`src/rtl/ftdi_pkg.sv`:
```
// Shared definitions for the FT232H pixel parser: sync header defaults,
// parser state encoding and pixel width.
package ftdi_pkg;

    localparam logic [7:0] SYNC_A_DEF = 8'hA5;
    localparam logic [7:0] SYNC_B_DEF = 8'h5A;
    localparam int         PIXEL_W    = 24;

    typedef enum logic [1:0] {
        HUNT_A = 2'd0,
        HUNT_B = 2'd1,
        PIXEL  = 2'd2,
        CSUM   = 2'd3
    } state_e;

endpackage

```
`src/rtl/ftdi_pixel_parser.sv`:
```
// Locks onto the A5/5A frame header and packs the following bytes into RGB pixel writes.
// Optional trailing frame checksum byte: define PIXEL_PARSER_CHECKSUM_EN.
//
// state  | meaning
// HUNT_A | waiting for first header byte
// HUNT_B | first header byte seen, waiting for second
// PIXEL  | collecting R,G,B triplets and writing pixels
// CSUM   | waiting for the frame checksum byte (checksum build only)
module ftdi_pixel_parser
    import ftdi_pkg::*;
#(
    parameter int         NUM_PIXELS = 4096,
    parameter int         ADDR_W     = 12,
    parameter logic [7:0] SYNC_A     = SYNC_A_DEF,
    parameter logic [7:0] SYNC_B     = SYNC_B_DEF
) (
    input  logic               clk_60,
    input  logic               rst,
    input  logic [7:0]         byte_data,
    input  logic               byte_valid,
    output logic               px_we,
    output logic [ADDR_W-1:0]  px_addr,
    output logic [PIXEL_W-1:0] px_data,
    output logic               frame_done,
    output logic               frame_err,
    output logic               busy
);

    localparam logic [ADDR_W-1:0] LAST_PX = ADDR_W'(NUM_PIXELS - 1);

    state_e               state_q, state_d;
    logic [1:0]           bcnt_q, bcnt_d;
    logic [ADDR_W-1:0]    pcnt_q, pcnt_d;
    logic [7:0]           r_q, r_d;
    logic [7:0]           g_q, g_d;
    logic                 we_q, we_d;
    logic [ADDR_W-1:0]    addr_q, addr_d;
    logic [PIXEL_W-1:0]   data_q, data_d;
    logic                 done_q, done_d;
    logic                 busy_q, busy_d;
`ifdef PIXEL_PARSER_CHECKSUM_EN
    logic [7:0]           csum_q, csum_d;
    logic                 err_q, err_d;
`endif

    always_comb begin
        state_d = state_q;
        bcnt_d  = bcnt_q;
        pcnt_d  = pcnt_q;
        r_d     = r_q;
        g_d     = g_q;
        we_d    = 1'b0;
        addr_d  = addr_q;
        data_d  = data_q;
        done_d  = 1'b0;
`ifdef PIXEL_PARSER_CHECKSUM_EN
        csum_d  = csum_q;
        err_d   = 1'b0;
`endif
        if (byte_valid) begin
            case (state_q)
                HUNT_A: begin
                    if (byte_data == SYNC_A) state_d = HUNT_B;
                end
                HUNT_B: begin
                    if (byte_data == SYNC_B) begin
                        state_d = PIXEL;
                        bcnt_d  = 2'd0;
                        pcnt_d  = '0;
`ifdef PIXEL_PARSER_CHECKSUM_EN
                        csum_d  = 8'd0;
`endif
                    end else if (byte_data != SYNC_A) begin
                        state_d = HUNT_A;
                    end
                end
                PIXEL: begin
`ifdef PIXEL_PARSER_CHECKSUM_EN
                    csum_d = csum_q + byte_data;
`endif
                    case (bcnt_q)
                        2'd0: begin
                            r_d    = byte_data;
                            bcnt_d = 2'd1;
                        end
                        2'd1: begin
                            g_d    = byte_data;
                            bcnt_d = 2'd2;
                        end
                        default: begin
                            bcnt_d = 2'd0;
                            we_d   = 1'b1;
                            addr_d = pcnt_q;
                            data_d = {r_q, g_q, byte_data};
                            if (pcnt_q == LAST_PX) begin
                                pcnt_d = '0;
`ifdef PIXEL_PARSER_CHECKSUM_EN
                                state_d = CSUM;
`else
                                state_d = HUNT_A;
                                done_d  = 1'b1;
`endif
                            end else begin
                                pcnt_d = pcnt_q + ADDR_W'(1);
                            end
                        end
                    endcase
                end
`ifdef PIXEL_PARSER_CHECKSUM_EN
                CSUM: begin
                    // Pixels are already in the buffer; the pulse decides whether it is swapped in.
                    if (byte_data == csum_q) done_d = 1'b1;
                    else                     err_d  = 1'b1;
                    state_d = HUNT_A;
                end
`endif
                default: state_d = HUNT_A;
            endcase
        end
        busy_d = (state_d == PIXEL) || (state_d == CSUM);
    end

    always_ff @(posedge clk_60) begin
        if (rst) begin
            state_q <= HUNT_A;
            bcnt_q  <= 2'd0;
            pcnt_q  <= '0;
            r_q     <= 8'd0;
            g_q     <= 8'd0;
            we_q    <= 1'b0;
            addr_q  <= '0;
            data_q  <= '0;
            done_q  <= 1'b0;
            busy_q  <= 1'b0;
`ifdef PIXEL_PARSER_CHECKSUM_EN
            csum_q  <= 8'd0;
            err_q   <= 1'b0;
`endif
        end else begin
            state_q <= state_d;
            bcnt_q  <= bcnt_d;
            pcnt_q  <= pcnt_d;
            r_q     <= r_d;
            g_q     <= g_d;
            we_q    <= we_d;
            addr_q  <= addr_d;
            data_q  <= data_d;
            done_q  <= done_d;
            busy_q  <= busy_d;
`ifdef PIXEL_PARSER_CHECKSUM_EN
            csum_q  <= csum_d;
            err_q   <= err_d;
`endif
        end
    end

    assign px_we      = we_q;
    assign px_addr    = addr_q;
    assign px_data    = data_q;
    assign frame_done = done_q;
    assign busy       = busy_q;
`ifdef PIXEL_PARSER_CHECKSUM_EN
    assign frame_err  = err_q;
`else
    assign frame_err  = 1'b0;
`endif

endmodule

```
`config.mk`:
```
export PLATFORM = sky130hd
export DESIGN_NAME = ftdi_pixel_parser
export DESIGN_NICKNAME = d
export VERILOG_FILES = /design/src/rtl/ftdi_pkg.sv /design/src/rtl/ftdi_pixel_parser.sv
export SDC_FILE = /design/constraint.sdc
export NUM_CORES = 1
export LEC_CHECK = 0
export ABC_AREA = 1
export BUFFER_PORTS_ARGS = -buffer_cell sky130_fd_sc_hd__buf_2
export CORE_MARGIN = 3
export CORE_UTILIZATION = 45
export CTS_CLUSTER_SIZE = 24
export DETAILED_ROUTE_END_ITERATION = 8
export HOLD_SLACK_MARGIN = 0.1
export PLACE_DENSITY = 0.8
export SLEW_MARGIN = 20
export SYNTH_ARGS = -nofsm -noshare
export SYNTH_HDL_FRONTEND = slang
export SYNTH_SLANG_ARGS = --single-unit
```
`constraint.sdc`:
```
create_clock -name clk_60 -period 1.3 [get_ports clk_60]
set_input_delay 0.065 -clock clk_60 [delete_from_list [all_inputs] [get_ports clk_60]]
set_output_delay 0.065 -clock clk_60 [all_outputs]
set_load 0.005 [all_outputs]
```
==> results of run 1 <==
## path summary, 6_finish.rpt
check                    from  slack (ns)     endpoint
setup / recovery    pcnt_q[0]       -0.08    pcnt_q[8]
hold / removal     byte_valid        0.18         busy
setup reg to reg    pcnt_q[0]       -0.08    pcnt_q[8]
hold reg to reg   px_data[19]        0.48  px_data[19]
## flip-flops by register name, summed over array words and instances, names as in the netlist
register,cells
frame_done,1
px_we,1
px_addr,12
pcnt_q,12
bcnt_q,2
busy,1
px_data,24
r_q,8
state_q,2
g_q,8
## per-layer routing
metal | routed length, microns | part of all wire (%) | GRT usage [%]
met1 | 3400 | 42 | 26.8
met2 | 3840 | 48 | 33.9
met3 | 653 | 8.1 | 5.99
met4 | 135 | 1.7 | 6.94
met5 | 0 | 0 | 0
## stage by stage
stage | TNS, ns | hold slack (ns) | cells | area, sq um
after CTS | -0.0461 | 0.157 | 562 | 3860
after global placement | -0.375 | 0.425 | 533 | 3450
after detailed placement | -2.40 | 0.435 | 533 | 3450
final | -0.581 | 0.179 | 565 | 4000
after floorplan | 0 | 0.200 | 391 | 2930
after global routing | -2.10 | 0.176 | 565 | 4000
## cell families (layout without fill, tap and decap cells)
| logic type | after synthesis | in the layout | share of synthesized area, % |
|---|---|---|---|
| AOI/OAI and AO/OA | 88 | 88 | 16.3 |
| adders and majority gates | 1 | 1 | 0.429 |
| buffers and inverters | 54 | 152 | 9.06 |
| DFF | 71 | 71 | 48.8 |
| other | 1 | 1 | 0.129 |
| and+or+nand+nor | 176 | 177 | 25.3 |
## power breakdown
group          internal (mW)  switching [mW]  leakage (nW)
Combinational          0.125           0.170          1.13
Sequential              2.20          0.0179         0.576
Clock                  0.947           0.881        0.0993
## cell type report
class / instances / share of cell area [%]
clock inverters: 6 / 1.69
inverters: 35 / 3.72
multi-input cells: 267 / 34.6
repair buffers: 101 / 18.5
flip-flops and latches: 71 / 35.7
well taps: 75 / 2.34
clock buffers: 10 / 3.44
## layout by cell type (no fill, tap or decap), types with 7 or more instances in the layout
cell,n
nand3_1,7
o21ai_0,35
nand2_2,7
a21oi_1,23
clkbuf_8,10
buf_2,48
buf_6,9
nand2_1,51
nor2_1,85
inv_1,26
dlygate4sd3_1,9
buf_4,31
o21ai_1,20
dfxtp_1,66
## worst max-delay path: cells and delay by family, from the launching register on
kind	cells	cell delay, ns
fa+ha+maj	1	0.15
flops	1	0.36
buf+inv	2	0.20
simple gates	6	0.57
## repair_timing
item                                   CTS  global route
resized for setup                       26            38
endpoints found under the hold margin   19             0
setup buffers                            4             4
pin swaps                                7            16
cloned                                   1             0
hold buffers                             9             0
setup endpoints to repair               47            66
==> out/qor.txt, run 1 <==
status -> finished, violations left
failing checks -> setup timing
Setup Viol. Count Final -> 21
iteration count of the initial detailed-routing pass -> 5
nets -> 497
area leader, netlist -> dfxtp_1
Multi-input gate area -> 0.00139 sq mm
DRC Markers -> 0
synth cell count leaders -> 90 x nor2_1, 71 x dfxtp_1, 60 x nand2_1
Worst Hold Depth -> 3
Worst VDD drop -> 0.000931 V
endpoints failing hold -> 0
port bufs -> 49
GRT Overall Usage -> 20.9%
type of origin of the critical path -> flip-flop
Tmin final -> 1.38 ns
Initial DRC Count -> 194
critical path's most frequent cell -> nand2_4
Initial Utilization -> 47.8%
first-pass GRT wire length -> 12200 microns
TritonCTS buffer count -> 9
I/O pin cnt -> 51
#FFs+latches synth -> 71
Top FF cell, synth -> dfxtp_1
fin crit share -> 106%
largest net degree at the start of global routing -> 33
clk_skew -> 0.00773 ns
Syn Inst Count -> 391
RSZ-0062 raised after global routing -> yes
die height -> 86.5 microns
leak pwr -> 1.80 nW
Area Growth Syn to Fin -> 37.4%
critical setup path kind -> reg -> reg
reg2reg path depth -> 9
Antenna Cells -> 0
via count -> 2897
total grt overflow -> 0
Yosys top cell area share -> 48.8%
Hold Crit Class -> in -> reg
Fmax achieved -> 724 MHz
initial antenna violation count -> 0
area of the mapped netlist -> 0.00291 sq mm
final core utilization -> 65.7%
Bufs on Longest Clock Path -> 2
worst slack at placement -> -0.119 ns
vias per inst -> 5.13
critical path required time -> 1.55 ns
HPWL Detailed -> 5050 microns
worst-skew pair later-pin latency -> 0.36 ns
Reg clk slew, reported paths -> 0.08 ns
EDFF count, synth -> 0
Crit. End Element -> flip-flop
Detailed Route WL -> 8030 microns
clk sinks -> 71
Final WS setup -> -0.0808 ns
share of post-route cells with drive strength above 1 -> 32.9%
top post-synthesis cells by area -> dfxtp_1 49%, nor2_1 12%, nand2_1 7.7%
CTS tree -> done
Async SR Flop Fraction -> 0%
Critical Path AT -> 1.63 ns
CTS root buf -> clkbuf_8
number of global-route vias before repair -> 2609
core footprint -> 0.00610 sq mm
total power -> 4.34 mW
fin. max-slew vios -> 0
die area -> 0.00748 sq mm
routability cong. -> 0.914
Critical Path Max Stage Delay -> 0.36 ns
# fillers -> 504
sequential cell area -> 0.00143 sq mm
CTS H-tree depth -> 3
top-count cell post-synth -> nor2_1
PD cells -> 1080 mW/mm^2
CP max-delay cell -> dfxtp_2
Avg Cell Area, Syn -> 7.45 sq um
Netlist cell types -> 30
yosys warns -> 0
ANT nets after route -> 0
critical-path maximum fanout -> 3
site row count -> 28
CP cell instances -> ha_4, nand2_4, nor2_4, buf_6, nand2_4, inv_2, nand4_1, nand3_1, nor2_1
number of max-cap violations -> 0
Routed WL per cell -> 14.2 microns
register area share after synthesis -> 48.8%
Net Count, Synth -> 403
Die Wd -> 86.5 microns
Note: power is estimated with default switching activity, not from simulation.
==> run 2, diff against run 1 <==
ABC_AREA = unset   (was 1)
CORE_MARGIN = unset   (was 3)
CTS_CLUSTER_SIZE = unset   (was 24)
==> out/qor.txt, run 2 <==
status -> finished, violations left
failing checks -> setup timing
Fmax achieved -> 567 MHz
area leader, netlist -> dfxtp_1
share of post-route cells with drive strength above 1 -> 53.3%
CTS root buf -> clkbuf_8
TritonCTS buffer count -> 9
HPWL Detailed -> 4890 microns
critical-path maximum fanout -> 4
GRT Overall Usage -> 28.4%
CTS tree -> done
port bufs -> 49
Net Count, Synth -> 345
type of origin of the critical path -> flip-flop
Setup Viol. Count Final -> 70
dpl cell area -> 0.00352 sq mm
largest net degree at the start of global routing -> 61
Placed Instances -> 485
Bufs on Longest Clock Path -> 2
total grt overflow -> 0
iteration count of the initial detailed-routing pass -> 5
RSZ-0062 raised after global routing -> yes
initial antenna violation count -> 0
Async SR Flop Fraction -> 0%
DRC Markers -> 0
Routed WL per cell -> 22.0 microns
Die Wd -> 81.4 microns
number of max-cap violations -> 0
Syn Inst Count -> 333
Worst VDD drop -> 0.00157 V
vias per inst -> 6.18
most frequent cells in the layout -> 63 x dfxtp_1, 49 x buf_2, 49 x buf_4
die area -> 0.00663 sq mm
fin crit share -> 136%
Reg clk slew, reported paths -> 0.07 ns
total power -> 4.50 mW
EDFF count, synth -> 0
via count -> 3337
number of global-route vias before repair -> 2826
Yosys top cell area share -> 50.1%
register area share after synthesis -> 50.1%
worst path buffer plus inverter count -> 0
Detailed Route WL -> 11900 microns
PD cells -> 962 mW/mm^2
nets -> 472
Final WS setup -> -0.465 ns
Crit. End Element -> flip-flop
first-pass GRT wire length -> 13900 microns
CP max-delay cell -> or4_1
endpoints failing hold -> 0
#FFs+latches synth -> 71
final core utilization -> 78.0%
Finished Layout Cells -> 540
commonest non-fill, non-tap cell in the layout -> dfxtp_1
area of the mapped netlist -> 0.00284 sq mm
Slew @ Worst Pin -> 0.697 ns
critical setup path kind -> reg -> reg
Critical Path Max Stage Delay -> 0.57 ns
clk sinks -> 71
leak pwr -> 2.01 nW
ANT nets after route -> 0
CP cell instances -> and4_2, nand2_1, or4_1, a21oi_1
Netlist cell types -> 43
crit-path leading delay family -> simple AND/OR/NAND/NOR gates
die height -> 81.4 microns
clk_skew -> 0.0158 ns
Critical Path AT -> 2.02 ns
Rel. slew slack -> 53.5%
Hold Crit Class -> in -> reg
CTS H-tree depth -> 3
internal reg-to-reg setup slack -> -0.47 ns
top-count cell post-synth -> nand2_1
synth cell count leaders -> 83 x nand2_1, 71 x dfxtp_1, 48 x a21oi_1
# fillers -> 322
routability cong. -> 0.863
site row count -> 28
Initial Utilization -> 47.4%
Setup TNS -> -12.83 ns
Avg Cell Area, Syn -> 8.53 sq um
Area Growth Syn to Fin -> 64.6%
post-route cell area -> 0.00467 sq mm
top post-synthesis cells by area -> dfxtp_1 50%, nand2_1 11%, a21oi_1 8.5%
fin. max-slew vios -> 0
core footprint -> 0.00599 sq mm
yosys warns -> 0
worst-skew pair later-pin latency -> 0.36 ns
I/O pin cnt -> 51
Initial DRC Count -> 319
Antenna Cells -> 0
Top FF cell, synth -> dfxtp_1
critical path required time -> 1.55 ns
number of flip-flops in the largest register -> 24
Tmin final -> 1.77 ns
==> run 2: changes by cell type after synthesis, moves of 16 or more <==
| cell | delta |
|---|---|
| a21oi_1 | +22 |
| inv_1 | -26 |
| mux2i_1 | +16 |
| nand2_1 | +23 |
| nor2_1 | -64 |
| o21ai_0 | -29 |
==> run 2: stage by stage <==
stage          hold slack, ns  worst slack (ns)
2_1_floorplan           0.201           -0.0874
3_3_place_gp            0.305            -0.253
3_5_place_dp            0.307            -0.217
4_1_cts                 0.109            -0.178
5_1_grt                 0.104            -0.497
6_report                0.117            -0.465
==> run 2: cell families after synthesis <==
| logic type | share of synthesized area [%] |
|---|---|
| simple gates | 24.7 |
| xor+xnor | 0.309 |
| compound gates | 14.4 |
| other cells | 0.132 |
| mux | 5.64 |
| fa+ha+maj | 0.441 |
| buf+inv | 4.32 |
| flops | 50.1 |
==> run 2: worst paths after layout <==
check / from / end / cells after the start
worst max-delay path: pcnt_q[3] / pcnt_q[5] / 4
worst min-delay path: byte_data[0] / r_q[0] / 4
worst max register to register: pcnt_q[3] / pcnt_q[5] / 4
worst min register to register: px_addr[0] / px_addr[0] / 2
==> run 2: where the power goes <==
part	total [mW]	switching [mW]	leakage (nW)	internal, mW
registers	2.20	0.0192	0.578	2.18
logic	0.311	0.175	1.32	0.136
clock network	1.98	0.894	0.108	1.09
total	4.50	1.09	2.01	3.41
==> run 2: layout make-up <==
type | instances | area [sq um] | share of cell area (%)
multi-input cells | 237 | 1700 | 36.4
clock inverters | 5 | 80.1 | 1.71
inverters | 3 | 11.3 | 0.241
repair buffers | 138 | 1210 | 25.9
clock buffers | 11 | 131 | 2.81
well taps | 75 | 93.8 | 2.01
flip-flops and latches | 71 | 1440 | 30.8
==> run 2: routing by layer <==
metal | routed length, microns | track usage, %
met1 | 4390 | 33.9
met2 | 5840 | 45.8
met4 | 658 | 20.2
met5 | 0 | 0
met3 | 1000 | 5.33
==> run 2: worst reg2reg max path: cells and delay by family, from the launching register on <==
kind | cells | cell delay [ns]
compound gates | 1 | 0.26
simple gates | 3 | 1.01
flops | 1 | 0.39
==> run 2: what timing repair did <==
action	in CTS	in global routing
setup endpoints to repair	68	70
hold buffers	3	0
pin swaps	21	20
gates cloned	5	7
resized for setup	59	87
endpoints found under the hold margin	7	0
buffers inserted	17	11
